## src/rtl/valu_pkg.sv

```systemverilog
// rtl/valu_pkg.sv - shared widths, flag layout and FSM states for the vector ALU op sequencer
package valu_pkg;

   localparam int LANE_W  = 32;
   localparam int VEC_W   = 128;
   localparam int FLAG_W  = 12;

   // o_flags layout: {unf[3:0], ovf[3:0], exc[3:0]}
   localparam int EXC_LSB = 0;
   localparam int OVF_LSB = 4;
   localparam int UNF_LSB = 8;

   typedef enum logic [2:0] {
      COLLECT,
      LOAD_A,
      LOAD_B,
      SETTLE,
      CAPTURE
   } state_t;

endpackage

```

## src/rtl/valu_word_packer.sv

```systemverilog
// rtl/valu_word_packer.sv - packs eight 32-bit host words into 128-bit operands A and B
module valu_word_packer
   import valu_pkg::*;
(
   input  logic              clk,
   input  logic              i_rst,
   input  logic              i_en,      // sequencer idle, words may be taken
   input  logic              i_clear,   // result captured, start a fresh operand set
   input  logic              i_wvalid,
   input  logic [LANE_W-1:0] i_wdata,
   output logic              o_wready,
   output logic              o_full,
   output logic [VEC_W-1:0]  o_a,
   output logic [VEC_W-1:0]  o_b
);

   // r_count is the next word slot; r_full marks the count==8 condition
   logic [2:0]       r_count;
   logic             r_full;
   logic [VEC_W-1:0] r_a;
   logic [VEC_W-1:0] r_b;
   logic             w_accept;

   assign o_wready = i_en & ~r_full;
   assign w_accept = i_wvalid & o_wready;
   assign o_full   = r_full;
   assign o_a      = r_a;
   assign o_b      = r_b;

   // word slot counter, saturating at eight words until the capture clears it
   always_ff @(posedge clk or posedge i_rst) begin
      if (i_rst) begin
         r_count <= 3'd0;
         r_full  <= 1'b0;
      end else if (i_clear) begin
         r_count <= 3'd0;
         r_full  <= 1'b0;
      end else if (w_accept) begin
         r_count <= r_count + 3'd1;
         if (r_count == 3'd7) begin
            r_full <= 1'b1;
         end
      end
   end

   // steer each accepted word into its lane; slot bit 2 selects operand B
   always_ff @(posedge clk or posedge i_rst) begin
      if (i_rst) begin
         r_a <= '0;
         r_b <= '0;
      end else if (w_accept) begin
         if (r_count[2]) begin
            r_b[r_count[1:0]*LANE_W +: LANE_W] <= i_wdata;
         end else begin
            r_a[r_count[1:0]*LANE_W +: LANE_W] <= i_wdata;
         end
      end
   end

endmodule

```

## src/rtl/valu_op_sequencer.sv

```systemverilog
// rtl/valu_op_sequencer.sv - operand load / settle / capture sequencer for the 4-lane FP ALU array
module valu_op_sequencer
   import valu_pkg::*;
#(
   parameter int SETTLE_CYCLES = 1,
   parameter int LANES         = 4
)
(
   input  logic              clk,
   input  logic              i_rst,
   input  logic              i_wvalid,
   input  logic [LANE_W-1:0] i_wdata,
   output logic              o_wready,
   input  logic              i_start,
   input  logic [3:0]        i_op,
   output logic [VEC_W-1:0]  o_operand,
   output logic              o_operand_sel,
   output logic              o_ce,
   output logic [3:0]        o_alu_op,
   input  logic [VEC_W-1:0]  i_alu_result,
   input  logic [LANES-1:0]  i_exc,
   input  logic [LANES-1:0]  i_ovf,
   input  logic [LANES-1:0]  i_unf,
   output logic [VEC_W-1:0]  o_result,
   output logic [FLAG_W-1:0] o_flags,
   output logic              o_done,
   output logic              o_busy
);

   state_t            r_state;
   state_t            w_next;
   logic [3:0]        r_settle;
   logic [3:0]        r_alu_op;
   logic [VEC_W-1:0]  r_result;
   logic [FLAG_W-1:0] r_flags;
   logic              r_done;

   logic              w_full;
   logic [VEC_W-1:0]  w_a;
   logic [VEC_W-1:0]  w_b;
   logic              w_start_acc;
   logic              w_ce;
   logic              w_sel;
   logic              w_busy;
   logic [VEC_W-1:0]  w_operand;

   valu_word_packer u_packer (
      .clk      (clk),
      .i_rst    (i_rst),
      .i_en     (r_state == COLLECT),
      .i_clear  (r_state == CAPTURE),
      .i_wvalid (i_wvalid),
      .i_wdata  (i_wdata),
      .o_wready (o_wready),
      .o_full   (w_full),
      .o_a      (w_a),
      .o_b      (w_b)
   );

   // state register; reset drops CE/operand immediately since they decode from state
   always_ff @(posedge clk or posedge i_rst) begin
      if (i_rst) begin
         r_state <= COLLECT;
      end else begin
         r_state <= w_next;
      end
   end

   // next state and ALU array drive; B stays loaded with CE high through capture
   always_comb begin
      w_next      = r_state;
      w_start_acc = 1'b0;
      w_ce        = 1'b0;
      w_sel       = 1'b0;
      w_busy      = 1'b1;
      w_operand   = '0;
      case (r_state)
         COLLECT: begin
            w_busy = 1'b0;
            if (i_start && w_full) begin
               w_start_acc = 1'b1;
               w_next      = LOAD_A;
            end
         end
         LOAD_A: begin
            w_ce      = 1'b1;
            w_sel     = 1'b1;
            w_operand = w_a;
            w_next    = LOAD_B;
         end
         LOAD_B: begin
            w_ce      = 1'b1;
            w_operand = w_b;
            w_next    = SETTLE;
         end
         SETTLE: begin
            w_ce      = 1'b1;
            w_operand = w_b;
            if (r_settle == 4'd0) begin
               w_next = CAPTURE;
            end
         end
         CAPTURE: begin
            w_ce      = 1'b1;
            w_operand = w_b;
            w_next    = COLLECT;
         end
         default: begin
            w_busy = 1'b0;
            w_next = COLLECT;
         end
      endcase
   end

   // settle down-counter, armed while B is first presented
   always_ff @(posedge clk or posedge i_rst) begin
      if (i_rst) begin
         r_settle <= 4'd0;
      end else if (r_state == LOAD_B) begin
         r_settle <= 4'(SETTLE_CYCLES - 1);
      end else if (r_state == SETTLE && r_settle != 4'd0) begin
         r_settle <= r_settle - 4'd1;
      end
   end

   // opcode latch at start, result/flag capture and the one-cycle done pulse
   always_ff @(posedge clk or posedge i_rst) begin
      if (i_rst) begin
         r_alu_op <= 4'd0;
         r_result <= '0;
         r_flags  <= '0;
         r_done   <= 1'b0;
      end else begin
         r_done <= (r_state == CAPTURE);
         if (w_start_acc) begin
            r_alu_op <= i_op;
         end
         if (r_state == CAPTURE) begin
            r_result                  <= i_alu_result;
            r_flags[EXC_LSB +: LANES] <= i_exc;
            r_flags[OVF_LSB +: LANES] <= i_ovf;
            r_flags[UNF_LSB +: LANES] <= i_unf;
         end
      end
   end

   assign o_operand     = w_operand;
   assign o_operand_sel = w_sel;
   assign o_ce          = w_ce;
   assign o_busy        = w_busy;
   assign o_alu_op      = r_alu_op;
   assign o_result      = r_result;
   assign o_flags       = r_flags;
   assign o_done        = r_done;

endmodule

```

## config.mk

```make
export PLATFORM = sky130hd
export DESIGN_NAME = valu_op_sequencer
export DESIGN_NICKNAME = d
export VERILOG_FILES = /design/src/rtl/valu_pkg.sv /design/src/rtl/valu_word_packer.sv /design/src/rtl/valu_op_sequencer.sv
export SDC_FILE = /design/constraint.sdc
export NUM_CORES = 1
export LEC_CHECK = 0
export BUFFER_PORTS_ARGS = -buffer_cell sky130_fd_sc_hd__buf_2
export CAP_MARGIN = 5
export CORE_MARGIN = 2
export CORE_UTILIZATION = 50
export DETAILED_ROUTE_END_ITERATION = 10
export MAX_ROUTING_LAYER = met4
export PLACE_DENSITY = 0.76
export SLEW_MARGIN = 0
export SYNTH_ARGS = -nofsm -noshare
export SYNTH_HDL_FRONTEND = slang
export SYNTH_SLANG_ARGS = --single-unit
```

## constraint.sdc

```tcl
create_clock -name clk -period 13 [get_ports clk]
set_clock_uncertainty 0.15 [all_clocks]
set_input_delay 0 -clock clk [delete_from_list [all_inputs] [get_ports clk]]
set_output_delay 0 -clock clk [all_outputs]
set_load 0.01 [all_outputs]
```

* Word level (Yosys, flattened, before mapping) *
Cells that the tools add are included.

word-level totals
  output and inout port bits = 277
  input port bits = 180
  memories = 0
  memory bits (writable) = 0
  word-level logic and storage cells = 57
  bits in latches = 0
  ROM bits = 0
  register bits after elaboration = 412

operators by class
  bitwise logic cells = 4
  multiplexer cells = 17
  $mul = 0
  add/subtract/negate cells = 3
  shift-type cells = 2
  divide/modulo/power cells = 0
  order comparisons = 0
  reduce and logical (&&, ||, !) cells = 14
  equality and inequality tests = 7

operators by type and width
  operator                                                                    count
  128-bit bitwise mux                                                         2
  128-bit one-hot mux with 2 select lines                                     1
  32-bit by 34-bit variable shift with 128-bit output (first input constant)  1
  32-bit by 34-bit indexed part select with 128-bit output                    1
  7-bit negation with 34-bit output                                           1
  3-bit two-way mux                                                           4
  3-bit one-hot mux with 4 select lines                                       1
  4-bit two-way mux                                                           2
  2-bit AND reduction                                                         4
  1-bit two-way mux                                                           7
  3-bit by 2-bit == test with 1-bit output (second input constant)            2
  3-bit == test (second input constant)                                       2
  2-bit nonzero test                                                          3
  4-bit zero test                                                             1
  2-bit inequality test (second input constant)                               2
  4-bit nonzero test                                                          1
  4-bit OR reduction                                                          1
  4-bit by 1-bit subtractor with 4-bit output (second input constant)         1
  3-bit by 1-bit adder with 3-bit output (second input constant)              1
  3-bit by 1-bit == test with 1-bit output (second input constant)            1
  3-bit zero test                                                             1
  3-bit OR reduction                                                          1
  1-bit bitwise AND                                                           2
  1-bit logical AND                                                           2
  1-bit NOT                                                                   2

* Longest topological paths before layout *
Gate-level depths: netlist (run 1).

  depth in word-level cells = 5
  depth in mapped cells = 7
  mapped depth without buffers = 5

* Modules after synthesis *
Synthesis (run 1) repeated with hierarchy kept, for this count alone.

second synthesis, totals
  cell total of the unflattened synthesis = 1200
  area total of the unflattened synthesis = 17389.2 µm²

by module, submodules not included
  module             instances  cells each  seq. area each (µm²)  area each (µm²)
  valu_word_packer   1          695         6506.2                10367.4
  valu_op_sequencer  1          505         3803.6                7021.7

* Worst setup path after synthesis (run 1) *
OpenSTA, ideal clock, no wires.

  path kind = register to register
  start point = reg u_packer.r_count[0]
  end point = reg u_packer.r_b[0] (netlist: u_packer.o_b[0])
  buffers on the path = 1
  setup slack = 10.830 ns
  required time = 12.785 ns
  library setup time = 0.065 ns
  period minus slack after synthesis = 2.170 ns
  stages on the path, launching flop included = 7
  arrival = 1.955 ns
  path through = dfrtp_1 -> inv_1 -> ha_1 -> or3b_2 -> nor3b_2 -> buf_4 -> a22o_1

between the ends
  cells in the longest elaborated chain, start to end = 3
  elaborated cells on any way between the ends = 4
  classes of those cells = add/sub (1); shift (2); mux (1)

ends and longest elaborated chain
  element                                                                                                                                 line                    RTL
  start: declaration                                                                                                                      valu_word_packer.sv:18  logic [2:0] r_count;
  start signal: assignment                                                                                                                valu_word_packer.sv:39  r_count <= r_count + 3'd1;
  7-bit negation with 34-bit output (*)                                                                                                   valu_word_packer.sv:53  r_b[r_count[1:0]*LANE_W +: LANE_W] <= i_wdata;
  32-bit by 34-bit indexed part select with 128-bit output / 32-bit by 34-bit variable shift with 128-bit output (equally long branches)  valu_word_packer.sv:53
  128-bit bitwise mux (*)                                                                                                                 valu_word_packer.sv:53
  end signal: indexed assignment                                                                                                          valu_word_packer.sv:53
  end: declaration                                                                                                                        valu_word_packer.sv:21  logic [VEC_W-1:0] r_b;

Mark *: on every way between the ends. The rest lies on a longest branch, timed or not.
A chain may end at the register's enable or synchronous reset.

* Worst setup path after layout (run 1) *
  start point = reg r_state[2]
  end point = out o_operand[68]

between the ends
  cells in the longest elaborated chain, start to end = 3
  elaborated cells on any way between the ends = 6
  classes of those cells = eq/ne (4); mux (1); reduce/logical (1)

ends and longest elaborated chain
  element                                                                           line                     RTL
  start: declaration                                                                valu_op_sequencer.sv:30  state_t r_state;
  start signal: assignment                                                          valu_op_sequencer.sv:65  r_state <= w_next;
  3-bit by 2-bit == test with 1-bit output / 3-bit == test (equally long branches)  valu_op_sequencer.sv:77  case (r_state)
  3-bit OR reduction (no source line)                                               --
  128-bit one-hot mux with 2 select lines (*)                                       valu_op_sequencer.sv:77
  end: declaration                                                                  valu_op_sequencer.sv:16  output logic [VEC_W-1:0] o_operand,

Marks and branches as above.

==> impl_metrics.yaml, run 1 <==
critical_path:
  path_class: "flop to output pin"
  cp_slowest_cell: "nand2b_4"
  r2r_slack_ns: 9.79
  required_ns: 12.85
  crit_top_cell: "buf_4"
  cp.arrival_ns: 4.07
  startpoint_type: "flop"
  crit_family: "buffers and inverters"
  crit_buf_inv: 3
  cp_slowest_stage_delay_ns: 0.77
  end_kind: "output pin"
  path_cells: "nor3b_2 -> buf_4 -> nand2b_4 -> buf_4 -> a22o_1 -> buf_2"
  cp_max_fo: 73
power_and_ir_drop:
  powerDensity_nw_per_um2: 231.2
  p_leak_uw: 0.01164
  vdd_drop_max_uv: 151.0
global_routing:
  antenna_found_initial: 2
  overflow: 0
  grt_use_total_pct: 29.64
  grt_pass1_wl_um: 79900
  grt_pass1_vias: 13560
  grt_max_degree: 117
synth:
  synth_compound_area_share_pct: 10.17
  synth-simple-area-share_pct: 5.306
  synth_fa_ha_area_share_pct: 0.5744
  async_reset_ff_share_pct: 100.0
  synth_xor_area_share_pct: 0.05026
  synth_seq_cells: 412
  syn-cell-area_um2: 17430
  yosys_warnings: 0
  synth_top_family_by_area: "multiplexers"
  muxShareOfSynthArea_pct: 21.78
  synth.avg_cell_area_um2: 14.50
  synth_flop_cell: "dfrtp_1"
  synthDistinctLibCells: 42
  synth_sequential_area_ratio_pct: 59.17
  synth-edff-count: 0
  syn-num-nets: 1390
  synthCells: 1202
drt:
  via_per_inst: 5.638
  wl_um: 53230
  ant_nets: 0
  remaining_drc_errors: 0
  wl_per_cell_um: 23.18
  vias: 12940
  firstDrtPassIters: 4
  drtIter0Drc: 642
timing:
  setup_tns_ns: 0
  relSlewSlack_pct: 24.81
  fin_crit_sh_pct: 32.46
  final-setup-viol-count: 0
  period_minus_slack_ns: 4.220
  drv_slew: 0
  worst_pin_slew_ns: 1.127
  hold_viol: 0
  fin_ws_ns: 8.780
  fmax_ghz: 0.2370
  rsz0062_at_grt: "no"
floorplan:
  dieArea_um2: 36360
  io_pins: 457
  die_w_um: 190.7
  fp-row-count: 68
  fp.coreArea_um2: 34460
  initial_utilization_pct: 50.57
  die_h_um: 190.7
placement:
  place_area_um2: 19960
  dpl_worst_slack_ns: 9.361
  dp_cells: 2036
  gp_congestion: 0.8461
  port_buffers: 456
  dp_hpwl_um: 32920
clocking:
  numCtsBuffers: 43
  numClockSinks: 412
  htree_levels: 2
  cts-root-buf: "clkbuf_16"
  worstSkewPairLatency_ns: 0.52
  ctsLongestPathBuffers: 3
  clkSlewWorstSetupHoldPaths_ns: 0.07
  cts_resized: 0
  cts_tree: "yes"
finish:
  final_cell_mix: "buf_2 (456), dfrtp_1 (412), mux2_2 (321)"
  fill_cells: 2359
  finalNonFillerCells: 2296
  utilization_pct: 67.57
  final_cell_area_um2: 23280
  drive_gt1_share_pct: 47.74
  layout_commonest_cell: "buf_2"
  finalNetCount: 1997
  syn2layout_area_growth_pct: 33.62
flow_run:
  cap_violations: 0
min_path:
  hold_class: "primary input to asynchronous set/reset pin"
status:
  status: "complete, no violations"
-- timing repair --
item                                   4_1_cts  5_1_grt
hold buffers                               183        0
buffers inserted                             0        0
endpoints found under the hold margin      519        0
-- area by class of cell --
type	count	area (um2)	share of cell area [%]
sequential	412	10310	44.28
multi-input combinational	694	6668	28.64
timing repair buffer	653	4219	18.12
clock buffer	58	1215	5.218
tap	455	569.3	2.445
clock inverter	17	271.5	1.166
inverter	5	26.28	0.1128
antenna	2	5.005	0.02149
-- synthesized netlist by cell type (4+ instances only) --
| cell | instances | area share (%) |
|---|---|---|
| buf_1 | 4 | 0.086 |
| nand3_1 | 8 | 0.23 |
| clkbuf_1 | 25 | 0.54 |
| nor2_1 | 5 | 0.11 |
| dfrtp_1 | 412 | 59 |
| mux2_2 | 321 | 21 |
| mux2_1 | 16 | 1.0 |
| and2_1 | 96 | 3.4 |
| ha_1 | 8 | 0.57 |
| nand2b_1 | 5 | 0.18 |
| buf_2 | 37 | 1.1 |
| inv_1 | 5 | 0.11 |
| buf_6 | 5 | 0.32 |
| a22o_1 | 193 | 9.7 |
| buf_4 | 18 | 0.78 |
| nor3b_1 | 4 | 0.17 |
| o21ai_0 | 5 | 0.14 |
-- worst min-delay path: stages --
cell	delay (ns)
dlygate4sd3_1	0.52
buf_2	0.16
inv_8	0.55
-- layer usage --
layer	part of all wire, %	track usage, %
met1	40	35.91
met2	49	47.71
met3	5.8	5.521
met4	5.8	15.00
met5	0	-
-- final timing paths --
| kind | cells after the start | from | endpoint |
|---|---|---|---|
| max reg2reg | 4 | r_state[2] | o_result[24] |
| max in group asynchronous | 5 | i_rst | u_packer.o_a[40] |
| min | 3 | i_rst | o_result[4] |
| min reg2reg | 1 | u_packer.o_a[117] | u_packer.o_a[117] |
| min in group clk | 3 | i_alu_result[7] | o_result[7] |
| max | 6 | r_state[2] | o_operand[68] |
-- registers in the layout, indices dropped and copies added (netlist names), 3 cells and up --
register,flops
o_alu_op,4
o_flags,12
o_result,128
r_settle,4
r_state,3
u_packer.o_a,128
u_packer.o_b,128
u_packer.r_count,3
-- logic make-up (layout without fill, tap and decap cells) --
family                     after synthesis  after routing
other                                    0              2
AOI/OAI and AO/OA                      206            206
buffers and inverters                   96            733
muxes                                  337            337
xor gates and xnor gates                 1              1
adders and majority gates                8              8
DFF                                    412            412
and+or+nand+nor                        142            142
-- metrics by stage --
| stage | total power [uW] | hold slack (ns) |
|---|---|---|
| after floorplan | 3236 | -0.01745 |
| after CTS | 5343 | 0.05192 |
| after global placement | 3906 | 0.07103 |
| after detailed placement | 3987 | 0.07640 |
| after global routing | 5629 | 0.08460 |
| final | 5383 | 0.02154 |
-- power by group --
part,internal (uW),switching [uW],total (uW)
Clock,794,505,1300
Sequential,1800,333,2130
Combinational,914,1040,1960
Total,3500,1880,5380
(Power assumes the default switching activity.)
==> run 2: changes to the inputs <==
--- a/config.mk
+++ b/config.mk
@@ -5,13 +5,14 @@
 export SDC_FILE = /design/constraint.sdc
 export NUM_CORES = 1
 export LEC_CHECK = 0
+export ABC_AREA = 1
 export BUFFER_PORTS_ARGS = -buffer_cell sky130_fd_sc_hd__buf_2
 export CAP_MARGIN = 5
 export CORE_MARGIN = 2
-export CORE_UTILIZATION = 50
+export CORE_UTILIZATION = 49
 export DETAILED_ROUTE_END_ITERATION = 10
 export MAX_ROUTING_LAYER = met4
-export PLACE_DENSITY = 0.76
+export PLACE_DENSITY = 0.77
 export SLEW_MARGIN = 0
 export SYNTH_ARGS = -nofsm -noshare
 export SYNTH_HDL_FRONTEND = slang
==> constraint.sdc (replaced) <==
create_clock -name clk -period 3.5 [get_ports clk]
set_clock_uncertainty 0.15 [all_clocks]
set_input_delay 0 -clock clk [delete_from_list [all_inputs] [get_ports clk]]
set_output_delay 0 -clock clk [all_outputs]
set_load 0.01 [all_outputs]
==> run 2 against run 1 <==
The flow now finishes with violations (design-rule violations). Register-to-register slack lost 8.9 ns. Cell count grew 54%. Global-route usage up 7.6 points. Via count is 50% higher. Non-clock buffer count increased by 72. Die area increased by 7.7%. Clock power increased to 3.7 times the previous value. Design area is 6.6% higher. Sequential share of layout area is 2.7 points lower. First-iteration DRC count grew to 3.3 times the previous value. Worst hold slack improved by 0.0096 ns. Critical path type unchanged. Critical endpoint is now o_operand[15]. Highest routed layer unchanged.
==> impl_metrics.yaml, run 2 <==
synth:
  synth_seq_cells: 412
  synthDistinctLibCells: 22
  yosys_warnings: 0
  synthTopCellsByCount: "nand2_1 (1400), dfrtp_1 (412), nand3_1 (202), nor3_1 (96), buf_2 (76)"
  yosysTopAreaCell: "dfrtp_1"
  synth_most_common_cell: "nand2_1"
  synth_top_family_by_area: "simple AND/OR/NAND/NOR gates"
  muxShareOfSynthArea_pct: 0
  synth_fa_ha_area_share_pct: 0.5434
  synth_flop_cell: "dfrtp_1"
  synth.avg_cell_area_um2: 7.695
  syn-num-nets: 2582
  synth_xor_area_share_pct: 0
  synth_compound_area_share_pct: 0.3260
  synth_area_leaders: "dfrtp_1 (56%), nand2_1 (29%), nand3_1 (5.5%)"
  synth-simple-area-share_pct: 38.16
  synth-edff-count: 0
  synth_sequential_area_ratio_pct: 55.97
  synth_top_area_share_pct: 55.97
  syn-cell-area_um2: 18420
  synthCells: 2394
  async_reset_ff_share_pct: 100.0
floorplan:
  fp.coreArea_um2: 37310
  die_w_um: 197.9
  die_h_um: 197.9
  initial_utilization_pct: 49.37
  io_pins: 457
  dieArea_um2: 39160
  fp-row-count: 71
critical_path:
  cp.arrival_ns: 2.75
  startpoint_type: "flop"
  end_kind: "output pin"
  required_ns: 3.35
  crit_top_cell: "nand2_1"
  path_class: "flop to output pin"
  cp_slowest_stage_delay_ns: 0.49
  cp_slowest_cell: "nand3_4"
  path_cells: "nor2_1 -> nand2_1 -> nand3_4 -> buf_4 -> nand2_1 -> nand2_1 -> buf_2"
  cp_max_fo: 37
placement:
  dp_hpwl_um: 39000
  gp_congestion: 0.8830
  port_buffers: 456
  dp_cells: 3192
  place_area_um2: 20880
finish:
  drive_gt1_share_pct: 18.84
  fill_cells: 2796
  finalNetCount: 3198
  syn2layout_area_growth_pct: 34.72
  layout_commonest_cell: "nand2_1"
  final_cell_mix: "nand2_1 (1399), buf_2 (456), dfrtp_1 (412)"
  utilization_pct: 66.52
  final_cell_area_um2: 24820
  finalNonFillerCells: 3527
clocking:
  cts-root-buf: "clkbuf_16"
  numClockSinks: 412
  cts_setup_buffers: 0
  worstSkewPairLatency_ns: 0.57
  htree_levels: 2
  cts_tree: "yes"
  numCtsBuffers: 45
  cts.hold.buffers_added: 245
  clkSlewWorstSetupHoldPaths_ns: 0.06
  ctsLongestPathBuffers: 3
  cts_resized: 0
drt:
  firstDrtPassIters: 11
  drtIter0Drc: 2121
  wl_per_cell_um: 20.22
  via_per_inst: 5.515
  wl_um: 71330
  vias: 19450
  remaining_drc_errors: 2
  ant_nets: 0
status:
  failed_checks: "design-rule violations"
  status: "finished with violations"
global_routing:
  busiest_layer: "met2"
  grt_use_total_pct: 37.28
  grtUsageMet3_pct: 8.789
  grt_pass1_wl_um: 108300
  grt_pass1_vias: 19020
  overflow: 0
  antenna_found_initial: 5
  met2_usage_pct: 55.31
  grt_max_degree: 164
  use_met1_pct: 44.95
power_and_ir_drop:
  powerDensity_nw_per_um2: 763.0
  p_leak_uw: 0.01428
  vdd_drop_max_uv: 565.9
timing:
  rsz0062_at_grt: "no"
  fmax_ghz: 0.3446
  worst_pin_slew_ns: 0.9399
  fin_crit_sh_pct: 82.92
  final-setup-viol-count: 0
  period_minus_slack_ns: 2.902
  whs_ns: 0.03118
  relSlewSlack_pct: 37.34
  drv_slew: 0
  hold_viol: 0
flow_run:
  cap_violations: 0
min_path:
  hold_class: "primary input to flop"
-- run 2: cell types whose count changed after synthesis, moves of 6 or more --
| cell | previous run | this run |
|---|---|---|
| nand2_1 | 3 | 1400 |
| mux2_2 | 321 | 0 |
| nand3_1 | 8 | 202 |
| a22o_1 | 193 | 0 |
| and2_1 | 96 | 0 |
| nor3_1 | 1 | 96 |
| inv_1 | 5 | 50 |
| buf_2 | 37 | 76 |
| nor2_1 | 5 | 42 |
| clkbuf_1 | 25 | 54 |
| mux2_1 | 16 | 0 |
| buf_1 | 4 | 14 |
| nand3_2 | 0 | 7 |
| buf_4 | 18 | 12 |
-- run 2: worst max-delay path: cells and delay by family, from the launching register on --
kind | cells | cell delay [ns]
buf+inv | 2 | 0.66
flops | 1 | 0.43
simple gates | 5 | 1.06
-- run 2: area by class of cell --
cell class | count | area, um2 | area share, %
tap | 474 | 593.1 | 2.390
timing repair buffer | 725 | 4990 | 20.11
inverter | 52 | 201.4 | 0.8117
sequential | 412 | 10310 | 41.54
clock buffer | 67 | 1341 | 5.405
clock inverter | 17 | 126.4 | 0.5092
multi-input combinational | 1774 | 7241 | 29.18
antenna | 6 | 15.01 | 0.06050
-- run 2: power breakdown --
| group | switching, uW | internal [uW] |
|---|---|---|
| sequential | 860 | 6070 |
| clock | 2020 | 2730 |
| combinational | 5150 | 2100 |
| total | 8020 | 10900 |
-- run 2: path summary, 6_finish.rpt --
path,start,endpoint,slack [ns],depth (start not counted)
hold reg to reg,u_packer.o_a[93],u_packer.o_a[93],0.32,2
setup reg to reg,u_packer.r_count[0],u_packer.o_b[39],0.88,8
setup / recovery,r_state[0],o_operand[15],0.60,7
min in group asynchronous,i_rst,o_result[92],0.07,4
max in group asynchronous,i_rst,u_packer.o_a[4],2.35,4
hold / removal,i_alu_result[38],o_result[38],0.03,4
-- run 2: per-layer routing --
metal  share of wire [%]  vias up
li1                    -     8631
met1                  37     9221
met2                  45     1240
met3                 9.7      361
met4                 8.4        0
met5                   0        -
-- run 2: logic make-up after synthesis --
family / count (synthesis)
compound gates: 11
fa+ha+maj: 8
buf+inv: 208
flops: 412
simple gates: 1755
-- run 2: through the flow --
step           setup TNS (ns)  worst slack [ns]  total power, uW
2_1_floorplan         -907.89            -2.204            10750
3_3_place_gp                0             1.100            13210
3_5_place_dp                0            0.9710            13390
4_1_cts                     0            0.6115            18370
5_1_grt                     0            0.4745            19760
6_report                    0            0.5977            18940
==> run 3: changes to the inputs <==
--- a/config.mk
+++ b/config.mk
@@ -9,10 +9,10 @@
 export BUFFER_PORTS_ARGS = -buffer_cell sky130_fd_sc_hd__buf_2
 export CAP_MARGIN = 5
 export CORE_MARGIN = 2
-export CORE_UTILIZATION = 49
+export CORE_UTILIZATION = 50
 export DETAILED_ROUTE_END_ITERATION = 10
 export MAX_ROUTING_LAYER = met4
-export PLACE_DENSITY = 0.77
+export PLACE_DENSITY = 0.76
 export SLEW_MARGIN = 0
 export SYNTH_ARGS = -nofsm -noshare
 export SYNTH_HDL_FRONTEND = slang
==> constraint.sdc (replaced) <==
create_clock -name clk -period 2.7 [get_ports clk]
set_clock_uncertainty 0.15 [all_clocks]
set_input_delay 0 -clock clk [delete_from_list [all_inputs] [get_ports clk]]
set_output_delay 0 -clock clk [all_outputs]
set_load 0.01 [all_outputs]
==> run 3 against run 2 <==
The flow now finishes without violations. Combinational power increased by 34%. First-iteration DRC count decreased by 1.6%. Sequential power increased by 29%. Largest cell class unchanged. Highest routed layer unchanged.
==> impl_metrics.yaml, run 3 (synthesized netlist as in run 2, its figures left out) <==
timing:
  worst_pin_slew_ns: 0.7917
  fmax_ghz: 0.3831
  final-setup-viol-count: 0
  fin_crit_sh_pct: 96.67
  rsz0062_at_grt: "no"
  drv_slew: 0
  period_minus_slack_ns: 2.610
  relSlewSlack_pct: 47.22
  hold_viol: 0
  fin_ws_ns: 0.09004
floorplan:
  io_pins: 457
  fp-row-count: 70
  initial_utilization_pct: 50.56
  die_w_um: 195.9
  fp.coreArea_um2: 36430
  dieArea_um2: 38390
  die_h_um: 195.9
critical_path:
  crit_start: "r_state[2]"
  end_kind: "output pin"
  r2r_start: "u_packer.r_count[0]"
  required_ns: 2.55
  startpoint_type: "flop"
  cp.arrival_ns: 2.46
  reg2reg_depth: 8
  cp_max_fo: 55
  path_class: "flop to output pin"
clocking:
  numCtsBuffers: 45
  worstSkewPairLatency_ns: 0.57
  clkSlewWorstSetupHoldPaths_ns: 0.06
  numClockSinks: 412
  ctsLongestPathBuffers: 3
  cts-root-buf: "clkbuf_16"
  cts_tree: "yes"
  htree_levels: 2
power_and_ir_drop:
  switchingPower_uw: 10480
  vdd_drop_max_uv: 785.1
  combPwrFrac_pct: 38.4
  powerDensity_nw_per_um2: 1013
  seqPwrFrac_pct: 35.5
  clkPwrFrac_pct: 26.1
  swShare_pct: 41.43
  p_leak_uw: 0.01439
  p_int_uw: 14810
  power.total_uw: 25290
placement:
  port_buffers: 456
  gp_congestion: 0.8642
  dp_hpwl_um: 40110
  dpl_worst_slack_ns: 0.3436
  place_area_um2: 21130
status:
  status: "complete, no violations"
drt:
  drtIter0Drc: 2087
  vias: 19520
  remaining_drc_errors: 0
  drt-met1-wl_um: 25850
  firstDrtPassIters: 6
  wl_um: 71840
  ant_nets: 0
  wl_met2_um: 32210
  via_per_inst: 5.558
  wl_per_cell_um: 20.46
  routed.top_layer: "met4"
  wl_met3_um: 7145
global_routing:
  antenna_found_initial: 3
  grt_pass1_wl_um: 108100
  grt_max_degree: 115
  grt_use_total_pct: 37.67
  grt_pass1_vias: 19110
  overflow: 0
min_path:
  hold_start: "i_alu_result[87]"
  whs_path_depth: 4
  hold_class: "primary input to flop"
finish:
  final_cell_area_um2: 24970
  finalNetCount: 3192
  syn2layout_area_growth_pct: 35.56
  drive_gt1_share_pct: 19.45
  final_cell_mix: "nand2_1 (1399), buf_2 (456), dfrtp_1 (412)"
  fill_cells: 2732
  layout_commonest_cell: "nand2_1"
flow_run:
  cap_violations: 0
## run 3: cell count changes in the layout (fill, tap and decap cells not counted), sizes merged
cell,change
dlygate4sd3,-25
buf,+16
bufinv,+5
clkbuf,+4
clkinv,-4
clkinvlp,-4
diode,-2
## run 3: through the flow
step,hold slack (ns),util [%],setup TNS (ns),std cells
global route,0.01355,68.53,0,3510
CTS,0.00004791,68.37,0,3505
floorplan,-0.04038,-,-1237.49,2394
finish,0.02275,68.54,0,3511
global placement,-0.01967,57.99,0,3203
detailed placement,-0.01784,57.99,0,3203
## run 3: area by class of cell
cell class / instances / area [um2] / area share, %
repair buffers: 719 / 5044 / 20.20
well taps: 468 / 585.6 / 2.345
clock inverters: 14 / 226.5 / 0.9069
flip-flops and latches: 412 / 10310 / 41.28
multi-input cells: 1774 / 7241 / 28.99
inverters: 52 / 201.4 / 0.8067
clock buffers: 68 / 1355 / 5.426
diodes: 4 / 10.01 / 0.04008
## run 3: power by group through the flow
stage               Sequential [uW]  Combinational, uW  Clock [uW]
floorplan                      9310               4620           0
global placement               8800               8470           0
detailed placement             8850               8640           0
CTS                            8790               8960        6630
global route                   9120              10300        6910
finish                         8970               9710        6610
## run 3: worst max-delay path, cell delays in order (launching register included)
cell,delay (ns)
dfrtp_1,0.41
inv_1,0.16
nand2_1,0.14
nor2_4,0.24
clkbuf_8,0.50
nand2_1,0.14
nand2_1,0.14
buf_2,0.14
## run 3: metal layers
layer	track usage (%)	vias up
li1	-	8620
met5	-	-
met2	55.90	1280
met4	29.60	0
met3	8.320	372
met1	44.74	9243
## run 3: repair_timing
item / 4_1_cts / 5_1_grt
endpoints found under the setup margin: 0 / 68
hold endpoints to repair: 599 / 0
hold buffers: 220 / 0
buffers inserted: 0 / 0
gates resized for setup: 0 / 4
## run 3: path summary, 6_finish.rpt
kind / end / slack, ns
setup / recovery: o_operand[57] / 0.09
hold / removal: o_result[87] / 0.02
setup reg to reg: u_packer.o_b[63] / 0.15
hold reg to reg: u_packer.o_b[91] / 0.32
max in group asynchronous: u_packer.o_b[50] / 0.90
min in group asynchronous: u_packer.o_b[112] / 0.54
